`config.mk`:
```
export PLATFORM = sky130hd
export DESIGN_NAME = aes_round_key_sequencer
export DESIGN_NICKNAME = d
export VERILOG_FILES = /design/src/rtl/aes_round_key_sequencer.sv
export SDC_FILE = /design/constraint.sdc
export NUM_CORES = 2
export LEC_CHECK = 0
export ABC_AREA = 1
export BUFFER_PORTS_ARGS = -buffer_cell sky130_fd_sc_hd__buf_2
export CAP_MARGIN = 40
export CORE_ASPECT_RATIO = 1.4
export CORE_MARGIN = 1.5
export CORE_UTILIZATION = 45
export CTS_CLUSTER_SIZE = 28
export DETAILED_ROUTE_END_ITERATION = 6
export SYNTH_ARGS = -nofsm -noshare
export SYNTH_HDL_FRONTEND = slang
export SYNTH_SLANG_ARGS = --single-unit
export TNS_END_PERCENT = 10
```
`constraint.sdc`:
```
create_clock -name clk -period 62.4 [get_ports clk]
set_input_delay 12.48 -clock clk [delete_from_list [all_inputs] [get_ports clk]]
set_output_delay 12.48 -clock clk [all_outputs]
set_load 0.01 [all_outputs]
```
`src/rtl/aes_round_key_sequencer.sv`:
```
// Steps AES_key_memory through rounds 0..NR, buffers every round key and streams them
// in encrypt or decrypt order. Optional macro KEY_CACHE_EN skips re-expanding the last key.
module aes_round_key_sequencer #(
  parameter int NR = 10,
  parameter int KW = 128
) (
  input  logic          clk,
  input  logic          rst,
  input  logic [KW-1:0] key_in,
  input  logic          key_valid,
  output logic          key_ready,
  output logic [3:0]    km_times,
  output logic [KW-1:0] km_key,
  input  logic [KW-1:0] km_keyout,
  output logic          expanded,
  input  logic          strm_start,
  input  logic          strm_dec,
  output logic [KW-1:0] rk_data,
  output logic [3:0]    rk_round,
  output logic          rk_valid,
  input  logic          rk_ready,
  output logic          rk_last,
  output logic          busy
);

  localparam logic [1:0] S_IDLE   = 2'd0;
  localparam logic [1:0] S_EXPAND = 2'd1;
  localparam logic [1:0] S_READY  = 2'd2;
  localparam logic [1:0] S_STREAM = 2'd3;
  localparam logic [3:0] LAST_RND = 4'(NR);

  logic [1:0]    r_state;
  logic [3:0]    r_k;
  logic [3:0]    r_idx;
  logic          r_dec;
  logic          r_expanded;
  logic [KW-1:0] r_km_key;
  logic [KW-1:0] r_rk_data;
  logic [3:0]    r_rk_round;
  logic          r_rk_valid;
  logic          r_rk_last;
  logic [KW-1:0] r_buf [0:NR];

  logic          w_accept;
  logic          w_hit;
  logic          w_start;
  logic [3:0]    w_first;
  logic [3:0]    w_next;
  logic [3:0]    w_end;

  assign w_accept = key_valid && ((r_state == S_IDLE) || (r_state == S_READY));
  assign w_start  = (r_state == S_READY) && strm_start && !key_valid;
  assign w_first  = strm_dec ? LAST_RND : 4'd0;
  assign w_next   = r_dec ? (r_idx - 4'd1) : (r_idx + 4'd1);
  assign w_end    = r_dec ? 4'd0 : LAST_RND;

`ifdef KEY_CACHE_EN
  logic [KW-1:0] r_tag;
  logic          r_tag_valid;

  assign w_hit = w_accept && (r_state == S_READY) && r_tag_valid && (key_in == r_tag);

  // Tag tracks the last key whose schedule completed; any new expansion invalidates it.
  always_ff @(posedge clk or posedge rst) begin
    if (rst) begin
      r_tag       <= '0;
      r_tag_valid <= 1'b0;
    end else if ((r_state == S_EXPAND) && (r_k == LAST_RND)) begin
      r_tag       <= r_km_key;
      r_tag_valid <= 1'b1;
    end else if (w_accept && !w_hit) begin
      r_tag_valid <= 1'b0;
    end
  end
`else
  assign w_hit = 1'b0;
`endif

  always_ff @(posedge clk or posedge rst) begin
    if (rst) begin
      for (int i = 0; i <= NR; i++) r_buf[i] <= '0;
    end else if (r_state == S_EXPAND) begin
      r_buf[r_k] <= km_keyout;
    end
  end

  always_ff @(posedge clk or posedge rst) begin
    if (rst) begin
      r_state    <= S_IDLE;
      r_k        <= 4'd0;
      r_idx      <= 4'd0;
      r_dec      <= 1'b0;
      r_expanded <= 1'b0;
      r_km_key   <= '0;
      r_rk_data  <= '0;
      r_rk_round <= 4'd0;
      r_rk_valid <= 1'b0;
      r_rk_last  <= 1'b0;
    end else begin
      case (r_state)
        S_IDLE, S_READY: begin
          if (w_accept) begin
            r_km_key <= key_in;
            r_k      <= 4'd0;
            if (!w_hit) begin
              r_expanded <= 1'b0;
              r_state    <= S_EXPAND;
            end
          end else if (w_start) begin
            r_dec      <= strm_dec;
            r_idx      <= w_first;
            r_rk_data  <= r_buf[w_first];
            r_rk_round <= w_first;
            r_rk_valid <= 1'b1;
            r_rk_last  <= (LAST_RND == 4'd0);
            r_state    <= S_STREAM;
          end
        end
        S_EXPAND: begin
          // km_times is the live counter, so it must drop back to 0 on completion.
          if (r_k == LAST_RND) begin
            r_k        <= 4'd0;
            r_expanded <= 1'b1;
            r_state    <= S_READY;
          end else begin
            r_k <= r_k + 4'd1;
          end
        end
        S_STREAM: begin
          if (rk_ready) begin
            if (r_rk_last) begin
              r_rk_valid <= 1'b0;
              r_rk_last  <= 1'b0;
              r_state    <= S_READY;
            end else begin
              r_idx      <= w_next;
              r_rk_data  <= r_buf[w_next];
              r_rk_round <= w_next;
              r_rk_last  <= (w_next == w_end);
            end
          end
        end
        default: r_state <= S_IDLE;
      endcase
    end
  end

  assign key_ready = (r_state == S_IDLE) || (r_state == S_READY);
  assign busy      = (r_state == S_EXPAND) || (r_state == S_STREAM);
  assign km_times  = r_k;
  assign km_key    = r_km_key;
  assign expanded  = r_expanded;
  assign rk_data   = r_rk_data;
  assign rk_round  = r_rk_round;
  assign rk_valid  = r_rk_valid;
  assign rk_last   = r_rk_last;

endmodule

```
==> impl_metrics.json <==
{
  "status": "complete, no violations",
  "pin_count": 531,
  "yosysWarnings": 0,
  "yosys-mux-area-fraction_pct": 0,
  "cts_tree": "built",
  "min_period_ns": 15.28,
  "synth_ff_type": "dfrtp_1",
  "drt_iter0_drc": 6503,
  "synth_edf_count": 0,
  "synth-xor-area-share_pct": 0.02047,
  "fmax_mhz": 65.45,
  "min_path_cells": 2,
  "cts_inserted_buffers": 171,
  "start_kind": "input port",
  "syn2layout_area_growth_pct": 11.93,
  "min_path_type": "reg2reg",
  "cts_root_buf": "clkbuf_16",
  "die_w_um": 358.1,
  "gp_congestion": 0.7782,
  "ys_ff_latch": 1678,
  "path_max_fanout": 107,
  "ir_drop_uv": 104.7,
  "fin_area_um2": 88920,
  "synthesis.instances": 10570,
  "antenna_found_initial": 12,
  "arrival_ns": 16.27,
  "yosysMostFrequentCell": "nand2_1",
  "start_util_pct": 45.25,
  "htree_levels": 4,
  "power_density_nw_per_um2": 64.75,
  "clk_pin_slew_ns": 0.06,
  "core_area_um2": 175600,
  "fin_skew_ns": 0.02934,
  "reg2reg_depth": 10,
  "grt_pass1_vias": 66610,
  "grt_overflow_total": 0,
  "path_cells": "buf_2, inv_8, buf_4, buf_16, buf_4, buf_4, buf_4, buf_12",
  "seq_area_frac_synth_pct": 52.86,
  "ctsResizeCount": 0,
  "avgSynthCellArea_um2": 7.515,
  "met2WireLength_mm": 120.5,
  "synth-async-reset-ratio_pct": 100.0,
  "drive_above_1_share_pct": 9.103,
  "syn_area_um2": 79440,
  "placed_cell_area_um2": 83060,
  "finalWorstSetupSlack_ns": 47.12,
  "rows": 182,
  "vias_per_cell": 5.298,
  "dr.pass1.iters": 7,
  "final-max-slew-violation-count": 0,
  "cp_common_cell": "buf_4",
  "dr_total_vias": 68890,
  "antenna_left": 0,
  "slew_headroom_pct": 29.67,
  "finalCritPeriodShare_pct": 24.48,
  "yosys.area_share.simple_pct": 25.01,
  "hold_slack_ns": 0.4634,
  "max_slew.worst_pin.slew_ns": 1.055,
  "nets": 10830,
  "cp_slowest_cell": "buf_4",
  "synthTopCellsByArea": "dfrtp_1, nand2_1, o21ai_0",
  "numPortBuffers": 530,
  "grt_pass1_wl_mm": 390.8,
  "cts_sinks": 1678,
  "grt_max_degree": 189,
  "yosys.area.top_type_share_pct": 52.86,
  "setup_viol_count_final": 0,
  "synth_compound_area_share_pct": 13.82,
  "path_class": "in2async",
  "synth_top_area_cell": "dfrtp_1",
  "setup_tns_ns": 0,
  "synth_common_cells": "nand2_1, dfrtp_1, o21ai_0",
  "clock_path_buffers": 3,
  "synth.net_count": 10840,
  "hold_violations": 0,
  "leakage_uw": 0.04786,
  "post-cts-setup-buffers": 0,
  "required_ns": 63.40,
  "drt-wirelength-per-cell_um": 19.16,
  "dr.max_layer_used": "met5",
  "synth_fa_ha_area_share_pct": 0.05670,
  "rsz0062_at_grt": "false",
  "final_util_pct": 50.65,
  "clk_latency_ns": 0.83,
  "dr_wl_met3_mm": 15.76,
  "synth_top_family_by_area": "simple AND/OR/NAND/NOR gates",
  "drc_errors": 0,
  "wl_met1_mm": 105.5,
  "fp.dieH_um": 500.2,
  "post-place-ws_ns": 46.09,
  "finalWirelength_mm": 249.1,
  "die_area_um2": 179100,
  "cp-end-kind": "asynchronous set/reset pin",
  "grtUsageTotal_pct": 27.90,
  "holdBufCountCts": 0,
  "dpl.hpwl_mm": 139.8,
  "max-cap-violations": 0,
  "synth.distinct_cells": 30,
  "cpPeakStageDelay_ns": 0.75
}
## power breakdown
part | switching (µW) | total [µW] | internal, µW
Combinational | 1960 | 2860 | 901
Clock | 444 | 1070 | 626
Sequential | 287 | 1820 | 1540
Total | 2690 | 5760 | 3060
## worst paths after layout
path,startpoint,slack (ns),endpoint
setup / recovery,rst,47.12,r_buf[811]
hold / removal,km_key[68],0.46,km_key[68]
setup reg to reg,rk_round[0],57.17,rk_data[45]
hold reg to reg,km_key[68],0.46,km_key[68]
max in group clk,strm_dec,47.33,rk_data[46]
min in group asynchronous,rst,11.81,r_buf[1164]
## critical path, delay by kind of cell
family / cells / cell delay (ns)
buffers and inverters: 8 / 3.56
## layout make-up
class,count,area (µm²)
antenna,4,10.01
clock buffer,265,5274
clock inverter,47,574.3
fill,17350,86650
inverter,663,2550
multi-input combinational,7382,31090
sequential,1678,41990
tap,2300,2878
timing repair buffer,665,4547
## cells in the final DEF, fill, tap and decap left out, types with 5 or more instances in the layout
master      synthesis  routed
nand2_1          4251    4246
dfrtp_1          1678    1677
o21ai_0          1635    1635
nor2_1            653     652
inv_1             656     651
buf_2             273     529
a21oi_1           388     388
nand3_1           266     263
clkbuf_16           0     180
o21ai_1           165     165
buf_4              11      84
clkbuf_8            0      45
clkbuf_1          469      40
buf_16              0      31
clkinv_2            1      22
buf_12              0      20
bufinv_16           0      11
nand2_8             0       6
inv_6               0       6
clkinvlp_4          0       6
nand2_4             0       5
## stage by stage
stage          total power, µW  std cells
6_report                  5758      13000
5_1_grt                   6243      13000
4_1_cts                   5783      13000
3_5_place_dp              4694      12690
3_3_place_gp              4585      12650
2_1_floorplan             3733      10570
## kinds of logic after synthesis
| family | count (synthesis) |
|---|---|
| flip-flops | 1678 |
| XOR/XNOR | 1 |
| buffers and inverters | 1511 |
| AO/OA/AOI/OAI | 2192 |
| adder cells (fa/ha/maj) | 3 |
| AND/OR/NAND/NOR | 5186 |
## sequential cells by signal (all words and copies together) (netlist names)
name and count:
expanded 1, km_key 128, km_times 4, r_buf 1408, r_dec 1, r_state 2, rk_data 128, rk_last 1
rk_round 4, rk_valid 1
## routing by layer
layer	GRT usage (%)	vias up
li1	-	32990
met1	36.63	33280
met2	47.32	2235
met3	3.964	378
met4	8.926	8
met5	0	-
(Power assumes the default switching activity.)
